--- src/rtl/cc_goal_row_tracker_if.sv ---
// Frame-strobe bus between the Frogger datapath/game-control FSM and the goal-row tracker.
// The master drives the sampled rows and ack; the slave (tracker) returns the registered round status.
interface cc_goal_row_tracker_if #(
  parameter int GOALROW_DATAWIDTH = 8,
  parameter int GOALROW_CNTWIDTH  = $clog2(GOALROW_DATAWIDTH + 1)
);

  logic                         CC_GoalRowTRACKER_sample_InLow;
  logic                         CC_GoalRowTRACKER_ack_InHigh;
  logic [GOALROW_DATAWIDTH-1:0] CC_GoalRowTRACKER_dataOR_InBUS;
  logic [GOALROW_DATAWIDTH-1:0] CC_GoalRowTRACKER_dataLastRegister_InBUS;
  logic [1:0]                   CC_GoalRowTRACKER_status_OutBUS;
  logic [GOALROW_DATAWIDTH-1:0] CC_GoalRowTRACKER_occupancy_OutBUS;
  logic [GOALROW_CNTWIDTH-1:0]  CC_GoalRowTRACKER_filled_OutBUS;
  logic                         CC_GoalRowTRACKER_event_OutHigh;

  modport master (
    output CC_GoalRowTRACKER_sample_InLow,
    output CC_GoalRowTRACKER_ack_InHigh,
    output CC_GoalRowTRACKER_dataOR_InBUS,
    output CC_GoalRowTRACKER_dataLastRegister_InBUS,
    input  CC_GoalRowTRACKER_status_OutBUS,
    input  CC_GoalRowTRACKER_occupancy_OutBUS,
    input  CC_GoalRowTRACKER_filled_OutBUS,
    input  CC_GoalRowTRACKER_event_OutHigh
  );

  modport slave (
    input  CC_GoalRowTRACKER_sample_InLow,
    input  CC_GoalRowTRACKER_ack_InHigh,
    input  CC_GoalRowTRACKER_dataOR_InBUS,
    input  CC_GoalRowTRACKER_dataLastRegister_InBUS,
    output CC_GoalRowTRACKER_status_OutBUS,
    output CC_GoalRowTRACKER_occupancy_OutBUS,
    output CC_GoalRowTRACKER_filled_OutBUS,
    output CC_GoalRowTRACKER_event_OutHigh
  );

endinterface

--- src/rtl/cc_goal_row_tracker.sv ---
// Registered goal-row tracker: detects frog arrivals in goal slots on each frame strobe,
// keeps slot occupancy across frames and runs the PLAY/WIN/LOSE round state machine.
module cc_goal_row_tracker #(
  parameter int                           GOALROW_DATAWIDTH = 8,
  parameter logic [GOALROW_DATAWIDTH-1:0] GOALROW_SLOTMASK  = {GOALROW_DATAWIDTH{1'b1}},
  parameter int                           GOALROW_CNTWIDTH  = $clog2(GOALROW_DATAWIDTH + 1)
) (
  input logic                   CC_GoalRowTRACKER_CLOCK_50,
  input logic                   CC_GoalRowTRACKER_RESET_InHigh,
  cc_goal_row_tracker_if.slave  trackerBus
);

  typedef enum logic [1:0] {
    PLAY = 2'd0,
    WIN  = 2'd1,
    LOSE = 2'd2
  } roundState_e;

  localparam logic [1:0] STATUS_NONE   = 2'b00;
  localparam logic [1:0] STATUS_FILLED = 2'b01;
  localparam logic [1:0] STATUS_WIN    = 2'b11;
  localparam logic [1:0] STATUS_LOSE   = 2'b10;

  roundState_e                  roundState;
  logic [GOALROW_DATAWIDTH-1:0] occupancyReg;
  logic [GOALROW_CNTWIDTH-1:0]  filledReg;
  logic [1:0]                   statusReg;
  logic                         eventReg;

  logic [GOALROW_DATAWIDTH-1:0] arrivals;
  logic [GOALROW_DATAWIDTH-1:0] occNext;
  logic [GOALROW_CNTWIDTH-1:0]  filledNext;
  logic                         hitWall;
  logic                         hitFull;
  logic                         allOnes;
  logic                         slotsComplete;
  logic                         rowChanged;

  function automatic logic [GOALROW_CNTWIDTH-1:0] popCount(input logic [GOALROW_DATAWIDTH-1:0] bits);
    logic [GOALROW_CNTWIDTH-1:0] count;
    count = '0;
    for (int i = 0; i < GOALROW_DATAWIDTH; i++) begin
      count = count + GOALROW_CNTWIDTH'(bits[i]);
    end
    return count;
  endfunction

  // Occupancy only ever holds slot columns, so recounting the next map equals adding the
  // popcount of legal arrivals and can never exceed the number of slots.
  always_comb begin
    arrivals      = trackerBus.CC_GoalRowTRACKER_dataOR_InBUS
                    & ~trackerBus.CC_GoalRowTRACKER_dataLastRegister_InBUS;
    hitWall       = |(arrivals & ~GOALROW_SLOTMASK);
    hitFull       = |(arrivals & occupancyReg);
    occNext       = occupancyReg | (arrivals & GOALROW_SLOTMASK);
    filledNext    = popCount(occNext);
    allOnes       = &trackerBus.CC_GoalRowTRACKER_dataOR_InBUS;
    slotsComplete = ((occNext & GOALROW_SLOTMASK) == GOALROW_SLOTMASK)
                    && (|arrivals) && !hitWall && !hitFull;
    rowChanged    = trackerBus.CC_GoalRowTRACKER_dataOR_InBUS
                    != trackerBus.CC_GoalRowTRACKER_dataLastRegister_InBUS;
  end

  // Round FSM with registered outputs; reset beats ack, ack beats a same-cycle sample,
  // and WIN/LOSE stay put until the game-control FSM acknowledges.
  always_ff @(posedge CC_GoalRowTRACKER_CLOCK_50) begin
    if (CC_GoalRowTRACKER_RESET_InHigh || trackerBus.CC_GoalRowTRACKER_ack_InHigh) begin
      roundState   <= PLAY;
      occupancyReg <= '0;
      filledReg    <= '0;
      statusReg    <= STATUS_NONE;
      eventReg     <= 1'b0;
    end else begin
      eventReg <= 1'b0;
      case (roundState)
        PLAY: begin
          if (trackerBus.CC_GoalRowTRACKER_sample_InLow) begin
            if (allOnes || slotsComplete) begin
              occupancyReg <= occNext;
              filledReg    <= filledNext;
              statusReg    <= STATUS_WIN;
              eventReg     <= 1'b1;
              roundState   <= WIN;
            end else if (hitWall || hitFull) begin
              statusReg  <= STATUS_LOSE;
              eventReg   <= 1'b1;
              roundState <= LOSE;
            end else if (|arrivals) begin
              occupancyReg <= occNext;
              filledReg    <= filledNext;
              statusReg    <= STATUS_FILLED;
              eventReg     <= 1'b1;
            end else if (rowChanged) begin
              statusReg <= STATUS_FILLED;
              eventReg  <= 1'b1;
            end else begin
              statusReg <= STATUS_NONE;
            end
          end
        end
        WIN, LOSE: begin
        end
        default: begin
          roundState <= PLAY;
        end
      endcase
    end
  end

  assign trackerBus.CC_GoalRowTRACKER_status_OutBUS    = statusReg;
  assign trackerBus.CC_GoalRowTRACKER_occupancy_OutBUS = occupancyReg;
  assign trackerBus.CC_GoalRowTRACKER_filled_OutBUS    = filledReg;
  assign trackerBus.CC_GoalRowTRACKER_event_OutHigh    = eventReg;

endmodule

--- src/flat_wrapper.sv ---
// flat-port wrapper written by rule: the top's interface ports become plain ports
module cc_goal_row_tracker_flat 
#(
  parameter int                           GOALROW_DATAWIDTH = 8,
  parameter logic [GOALROW_DATAWIDTH-1:0] GOALROW_SLOTMASK  = {GOALROW_DATAWIDTH{1'b1}},
  parameter int                           GOALROW_CNTWIDTH  = $clog2(GOALROW_DATAWIDTH + 1)
)
  (CC_GoalRowTRACKER_CLOCK_50, CC_GoalRowTRACKER_RESET_InHigh, trackerBus_CC_GoalRowTRACKER_sample_InLow, trackerBus_CC_GoalRowTRACKER_ack_InHigh, trackerBus_CC_GoalRowTRACKER_dataOR_InBUS, trackerBus_CC_GoalRowTRACKER_dataLastRegister_InBUS, trackerBus_CC_GoalRowTRACKER_status_OutBUS, trackerBus_CC_GoalRowTRACKER_occupancy_OutBUS, trackerBus_CC_GoalRowTRACKER_filled_OutBUS, trackerBus_CC_GoalRowTRACKER_event_OutHigh);
  cc_goal_row_tracker_if #(.GOALROW_DATAWIDTH(GOALROW_DATAWIDTH), .GOALROW_CNTWIDTH(GOALROW_CNTWIDTH)) trackerBus_i ();
  input logic CC_GoalRowTRACKER_CLOCK_50;
  input logic CC_GoalRowTRACKER_RESET_InHigh;
  input wire logic [$bits(trackerBus_i.CC_GoalRowTRACKER_sample_InLow)-1:0] trackerBus_CC_GoalRowTRACKER_sample_InLow;
  input wire logic [$bits(trackerBus_i.CC_GoalRowTRACKER_ack_InHigh)-1:0] trackerBus_CC_GoalRowTRACKER_ack_InHigh;
  input wire logic [$bits(trackerBus_i.CC_GoalRowTRACKER_dataOR_InBUS)-1:0] trackerBus_CC_GoalRowTRACKER_dataOR_InBUS;
  input wire logic [$bits(trackerBus_i.CC_GoalRowTRACKER_dataLastRegister_InBUS)-1:0] trackerBus_CC_GoalRowTRACKER_dataLastRegister_InBUS;
  output wire logic [$bits(trackerBus_i.CC_GoalRowTRACKER_status_OutBUS)-1:0] trackerBus_CC_GoalRowTRACKER_status_OutBUS;
  output wire logic [$bits(trackerBus_i.CC_GoalRowTRACKER_occupancy_OutBUS)-1:0] trackerBus_CC_GoalRowTRACKER_occupancy_OutBUS;
  output wire logic [$bits(trackerBus_i.CC_GoalRowTRACKER_filled_OutBUS)-1:0] trackerBus_CC_GoalRowTRACKER_filled_OutBUS;
  output wire logic [$bits(trackerBus_i.CC_GoalRowTRACKER_event_OutHigh)-1:0] trackerBus_CC_GoalRowTRACKER_event_OutHigh;
  assign trackerBus_i.CC_GoalRowTRACKER_sample_InLow = trackerBus_CC_GoalRowTRACKER_sample_InLow;
  assign trackerBus_i.CC_GoalRowTRACKER_ack_InHigh = trackerBus_CC_GoalRowTRACKER_ack_InHigh;
  assign trackerBus_i.CC_GoalRowTRACKER_dataOR_InBUS = trackerBus_CC_GoalRowTRACKER_dataOR_InBUS;
  assign trackerBus_i.CC_GoalRowTRACKER_dataLastRegister_InBUS = trackerBus_CC_GoalRowTRACKER_dataLastRegister_InBUS;
  assign trackerBus_CC_GoalRowTRACKER_status_OutBUS = trackerBus_i.CC_GoalRowTRACKER_status_OutBUS;
  assign trackerBus_CC_GoalRowTRACKER_occupancy_OutBUS = trackerBus_i.CC_GoalRowTRACKER_occupancy_OutBUS;
  assign trackerBus_CC_GoalRowTRACKER_filled_OutBUS = trackerBus_i.CC_GoalRowTRACKER_filled_OutBUS;
  assign trackerBus_CC_GoalRowTRACKER_event_OutHigh = trackerBus_i.CC_GoalRowTRACKER_event_OutHigh;
  cc_goal_row_tracker #(.GOALROW_DATAWIDTH(GOALROW_DATAWIDTH), .GOALROW_SLOTMASK(GOALROW_SLOTMASK), .GOALROW_CNTWIDTH(GOALROW_CNTWIDTH)) u_core (.CC_GoalRowTRACKER_CLOCK_50(CC_GoalRowTRACKER_CLOCK_50), .CC_GoalRowTRACKER_RESET_InHigh(CC_GoalRowTRACKER_RESET_InHigh), .trackerBus(trackerBus_i));
endmodule
--- config.mk ---
export PLATFORM = sky130hd
export DESIGN_NAME = cc_goal_row_tracker_flat
export DESIGN_NICKNAME = d
export VERILOG_FILES = /design/src/rtl/cc_goal_row_tracker_if.sv /design/src/rtl/cc_goal_row_tracker.sv /design/src/flat_wrapper.sv
export SDC_FILE = /design/constraint.sdc
export NUM_CORES = 1
export LEC_CHECK = 0
export CAP_MARGIN = 20
export CORE_UTILIZATION = 49
export CTS_CLUSTER_DIAMETER = 40
export CTS_CLUSTER_SIZE = 25
export DETAILED_ROUTE_END_ITERATION = 10
export GPL_TIMING_DRIVEN = 0
export PLACE_DENSITY = 0.83
export SYNTH_ARGS = -nofsm -noshare
export SYNTH_HDL_FRONTEND = slang
export SYNTH_SLANG_ARGS = --single-unit
export TNS_END_PERCENT = 50
--- constraint.sdc ---
create_clock -name CC_GoalRowTRACKER_CLOCK_50 -period 6.2 [get_ports CC_GoalRowTRACKER_CLOCK_50]
set_input_delay 0.93 -clock CC_GoalRowTRACKER_CLOCK_50 [delete_from_list [all_inputs] [get_ports CC_GoalRowTRACKER_CLOCK_50]]
set_output_delay 0.93 -clock CC_GoalRowTRACKER_CLOCK_50 [all_outputs]
set_load 0.01 [all_outputs]
=== Yosys cells after proc, flatten, opt, wreduce, memory -nomap -nowiden ===
Cells that the tools add are included.

* Flip-flop bits (word level): 17
* Bits of input ports: 20
* Output and inout bits: 15
* Logic and storage cells: 59

* Add/sub/neg operators: 7
* Eq/ne operators: 7
* Multiplexer cells: 18
* Bitwise operators: 7
* Reductions and logical operators: 15

{| class="wikitable"
|+ Operators with widths
! cell !! count
|-
| 4-bit by 1-bit adder with 4-bit output || 6
|-
| 8-bit 2-to-1 mux || 3
|-
| 8-bit AND || 2
|-
| 8-bit OR reduction || 2
|-
| 2-bit 2-to-1 mux || 6
|-
| 4-bit 2-to-1 mux || 3
|-
| 8-bit == test (second input constant) || 1
|-
| 8-bit != test || 1
|-
| 8-bit inverter || 1
|-
| 8-bit bitwise OR || 1
|-
| 8-bit AND reduction || 1
|-
| 1-bit 2-to-1 mux || 5
|-
| 2-bit != test (second input constant) || 2
|-
| 2-bit one-hot mux with 2 select lines || 1
|-
| 4-bit AND reduction || 1
|-
| 3-bit by 1-bit != test with 1-bit output (second input constant) || 1
|-
| 1-bit inverter || 3
|-
| 3-bit AND reduction || 1
|-
| 3-bit OR reduction || 1
|-
| 1-bit by 1-bit adder with 2-bit output || 1
|-
| 2-bit by 1-bit == test with 1-bit output (second input constant) || 1
|-
| 2-bit == test (second input constant) || 1
|-
| 1-bit logical AND || 2
|-
| 2-bit logical NOT || 1
|-
| other kinds (5) || 6
|}

=== Longest topological paths before layout ===
* Depth in word-level cells: 13
* Depth in mapped cells: 15
* Gate-level depth less buffers: 15

=== Least setup slack after synthesis ===
OpenSTA, ideal clock, no wires.

* Path kind: input port to flip-flop
* Start point: input trackerBus_CC_GoalRowTRACKER_dataLastRegister_InBUS[0]
* End point: register u_core.filledReg[1], in the netlist u_core.trackerBus.CC_GoalRowTRACKER_filled_OutBUS[1]
* Setup time: 0.078 ns
* Arrival time: 3.840 ns
* Required time: 6.122 ns
* Slack: 2.282 ns
* Cell stages on the path: 14
* Buffers on the path: 0
* Cell sequence: inv_1 > ha_1 > or2_2 > ha_1 > xnor2_1 > ha_1 > inv_1 > fa_1 > inv_1 > fa_1 > inv_1 > fa_1 > and3_1 > nor3_1

* Cells in the longest elaborated chain, start to end: 13
* Elaborated cells between the ends (all ways): 24
* Classes of those cells: 7 x add/sub; 2 x eq/ne; 3 x mux; 4 x bitwise; 8 x reduce/logical

{| class="wikitable"
|+ Ends and longest elaborated chain
! element !! RTL line !! text
|-
| start, declared || flat_wrapper.sv:15 || <nowiki>input wire logic [$bits(trackerBus_i.CC_GoalRowTRACKER_dataLastRegister_InBUS)-1:0] trackerBus_CC_GoalRowTRACK ...</nowiki>
|-
| 8-bit inverter (*) || cc_goal_row_tracker.sv:52 || <nowiki>& ~trackerBus.CC_GoalRowTRACKER_dataLastRegister_InBUS;</nowiki>
|-
| 8-bit AND (*) || cc_goal_row_tracker.sv:52 ||
|-
| 8-bit bitwise OR (*) || cc_goal_row_tracker.sv:55 || <nowiki>occNext = occupancyReg | (arrivals & GOALROW_SLOTMASK);</nowiki>
|-
| via u_core.occNext[0] || cc_goal_row_tracker.sv:31 || <nowiki>logic [GOALROW_DATAWIDTH-1:0] occNext;</nowiki>
|-
| 1-bit by 1-bit adder with 2-bit output || cc_goal_row_tracker.sv:43 || <nowiki>count = count + GOALROW_CNTWIDTH'(bits[i]);</nowiki>
|-
| 4-bit by 1-bit adder with 4-bit output (6 in series) || cc_goal_row_tracker.sv:43 ||
|-
| 4-bit 2-to-1 mux || cc_goal_row_tracker.sv:88 || <nowiki>end else if (|arrivals) begin</nowiki>
|-
| 4-bit 2-to-1 mux || cc_goal_row_tracker.sv:84 || <nowiki>end else if (hitWall || hitFull) begin</nowiki>
|-
| 4-bit 2-to-1 mux || cc_goal_row_tracker.sv:78 || <nowiki>if (allOnes || slotsComplete) begin</nowiki>
|-
| end signal, assigned || cc_goal_row_tracker.sv:80 || <nowiki>filledReg <= filledNext;</nowiki>
|-
| end signal, assigned || cc_goal_row_tracker.sv:90 || <nowiki>filledReg <= filledNext;</nowiki>
|-
| end, declared || cc_goal_row_tracker.sv:26 || <nowiki>logic [GOALROW_CNTWIDTH-1:0] filledReg;</nowiki>
|}

Mark *: on every way through the listed nets, which the timed path passes. The rest lies on a longest branch. The select of a mux whose other input is x is not followed.
A chain may end at the register's enable or synchronous reset.

=== Worst setup path after layout ===
* Start point: input trackerBus_CC_GoalRowTRACKER_dataLastRegister_InBUS[1]
* End point: register u_core.filledReg[1], in the netlist u_core.trackerBus.CC_GoalRowTRACKER_filled_OutBUS[1]

Same word-level chain as after synthesis.

==> impl_metrics.csv <==
group,metric,value,unit
cts,cts_buffers,3,
critical_path,start_kind,"input port",
finish,final_common_cell,"clkdlybuf4s50_1",
place,portBuffers,34,
critical_path,rr_worst_depth,12,
cts,post-cts-setup-buffer-count,0,
timing,worst_slack,1.98,ns
finish,syn_to_final_growth,35.6,%
grt,overflow,0,
power,power_frac_comb,0.314,
finish,insertedDiodeCount,0,
critical_path,crit_path_frequent_cell,"inv_1",
critical_path,worst_path_max_delay_cell,"fa_1",
cts,clockBufferDepth,2,
detailed_routing,vias,1109,
power,seq_power_share,0.444,
timing,hold_slack,0.462,ns
synth,async_flop_share,0,
detailed_routing,routed_via_density,5.46,
floorplan,die_y,50.0,um
critical_path,worstSetupEndpointType,"flop",
synth,ys_seq_elements,17,
floorplan,dieArea,0.00250,sq mm
critical_path,cp_max_fo,4,
critical_path,slowest_delay,0.50,ns
detailed_routing,wl_per_cell,12.6,um
critical_path,path_class,"in -> reg",
run,drv_cap,0,
timing,tightest_slew,0.536,ns
cts,clk_pin_slew,0.10,ns
grt,grt_usage,0.222,
place,gp_congestion,0.863,
synth,synth-edff-count,0,
critical_path,cp.arrival,4.45,ns
timing,hold_violations,0,
cts,postCtsResizedCells,0,
cts,cts_sinks,17,
floorplan,row_count,17,
timing,max_freq,237,MHz
synth,synth_cells,137,
critical_path,cp_cell_sequence,"clkdlybuf4s50_1 -> inv_1 -> ha_1 -> or2_2 -> ha_1 -> xnor2_1 -> ha_1 -> inv_1 -> fa_1 -> inv_1 -> fa_1 -> inv_1 -> fa_1 -> and3_1 -> nor3_1",
finish,layout.nets,212,
place,hpwl,2050,um
power,switching_power,0.0799,mW
worst_hold_path,hold_depth,2,
cts,root_buffer,"clkbuf_4",
timing,relSlewSlack,0.641,
cts,h-tree-depth,1,
timing,fin_crit,4.22,ns
worst_hold_path,hold_path.class,"reg -> reg",
power,p_per_area,170,mW/mm^2
detailed_routing,remaining_drc_errors,0,
synth,ys_seq_area_frac,0.302,
power,p_int,0.180,mW
floorplan,ioPinCount,35,
floorplan,initial_core_util,0.515,
timing,tns,0,ns
status,outcome,"complete, no violations",
timing,post-route-period-util,0.680,
cts,cts_tree,"done",
floorplan,die_w,50.0,um
detailed_routing,first_pass_iters,4,
finish,finish.utilization,0.698,
synth,syn_area,0.00113,sq mm
synth,avgSynthCellArea,8.24,sq um
cts,clock_latency,0.30,ns
finish,layout-drive-gt1-share,0.0400,
critical_path,r2r_slack,2.98,ns
critical_path,crit_required,6.43,ns
grt,grt_max_degree,11,
synth,synth_cell_types,35,
detailed_routing,wl,2550,um
grt,grt_pass1_vias,999,
power,pwr-share-clk,0.242,
synth,synth_fp_nets,173,
timing,finalSetupViolCount,0,
power,irDropWorstVdd,0.169,mV
detailed_routing,drt_iter0_drc,26,
power,switching_share,0.308,
finish,final_cell_mix,"clkdlybuf4s50_1 (34), nor2_1 (20), inv_1 (18)",
synth,ys_warn_count,0,
floorplan,core,0.00219,sq mm
place,pre_cts_slack,1.65,ns
timing,slew_violations,0,
synth,ys.flop_type,"dfxtp_1",
timing,rsz0062_at_grt,"no",
grt,grt_pass1_wl,4270,um
cts,holdBufCountCts,0,
grt,antenna_found_initial,0,
power,leakage,0.661,nW
detailed_routing,ant_nets,0,
timing,fin_skew,0.00189,ns
[metal layers]
metal  vias to the layer above  track usage  share of wire
met5                         -            0              0
met4                         0       0.0714         0.0098
met3                         3       0.0340          0.056
met2                        43        0.378           0.48
met1                       501        0.282           0.46
li1                        562            -              -
[final cells by class]
class / instances / area [sq um]
Multi-Input combinational cell: 99 / 709
Fill cell: 180 / 661
Inverter: 18 / 67.6
Clock buffer: 4 / 26.3
Tap cell: 28 / 35.0
Buffer: 3 / 11.3
Timing Repair Buffer: 34 / 340
Sequential cell: 17 / 340
[registers in the layout (all words and copies together), names as in the netlist]
name                                                  cells
u_core.trackerBus.CC_GoalRowTRACKER_occupancy_OutBUS      8
u_core.trackerBus.CC_GoalRowTRACKER_event_OutHigh         1
u_core.roundState                                         2
u_core.trackerBus.CC_GoalRowTRACKER_filled_OutBUS         4
u_core.trackerBus.CC_GoalRowTRACKER_status_OutBUS         2
[worst max-delay path by stage]
stage                                                            from   end  slack, ns  cells past startpoint
2_1_floorplan  trackerBus_CC_GoalRowTRACKER_dataLastRegister_InBUS[0]  flop       2.28                     14
3_3_place_gp   trackerBus_CC_GoalRowTRACKER_dataLastRegister_InBUS[0]  flop       1.69                     15
3_5_place_dp   trackerBus_CC_GoalRowTRACKER_dataLastRegister_InBUS[0]  flop       1.65                     15
4_1_cts        trackerBus_CC_GoalRowTRACKER_dataLastRegister_InBUS[0]  flop       1.98                     15
5_1_grt        trackerBus_CC_GoalRowTRACKER_dataLastRegister_InBUS[0]  flop       1.78                     15
6_report       trackerBus_CC_GoalRowTRACKER_dataLastRegister_InBUS[1]  flop       1.98                     15
[worst max-delay path, delay by kind of cell]
kind                       cells  cell delay [ns]
adders and majority gates      6             2.14
buffers and inverters          5             0.70
and+or+nand+nor                3             0.56
xor gates and xnor gates       1             0.13
[stage by stage]
step	area [sq um]	cells	total power [mW]
6_report	1530	203	0.260
5_1_grt	1530	203	0.277
4_1_cts	1530	203	0.261
3_5_place_dp	1500	199	0.200
3_3_place_gp	1500	199	0.197
2_1_floorplan	1130	137	0.168
[Yosys cell counts, types with 3 or more instances]
library cell | number | area share
nand4_1 | 5 | 0.028
inv_1 | 18 | 0.060
nor3_1 | 5 | 0.022
mux2i_1 | 3 | 0.027
nor2_1 | 20 | 0.067
o21ai_0 | 3 | 0.013
fa_1 | 3 | 0.053
or2_2 | 3 | 0.017
ha_1 | 13 | 0.14
nand2_1 | 7 | 0.023
a22oi_1 | 4 | 0.027
clkbuf_1 | 3 | 0.010
a31oi_1 | 8 | 0.044
dfxtp_1 | 17 | 0.30
[cell families (layout without fill, tap and decap cells)]
group	Yosys count	count (layout)	synth area share
AND/OR/NAND/NOR	53	53	0.241
AO/OA/AOI/OAI	25	25	0.149
buffers and inverters	21	59	0.0698
flip-flops	17	17	0.302
adder cells (fa/ha/maj)	16	16	0.197
multiplexers	3	3	0.0266
XOR/XNOR	2	2	0.0155
[power by group through the flow]
stage          clock [mW]  sequential (mW)  combinational [mW]
2_1_floorplan           0            0.119              0.0488
6_report           0.0629            0.115              0.0814
3_3_place_gp            0            0.118              0.0799
5_1_grt            0.0686            0.116              0.0929
4_1_cts            0.0635            0.115              0.0822
3_5_place_dp            0            0.118              0.0822
Note: power is estimated with default switching activity, not from simulation.
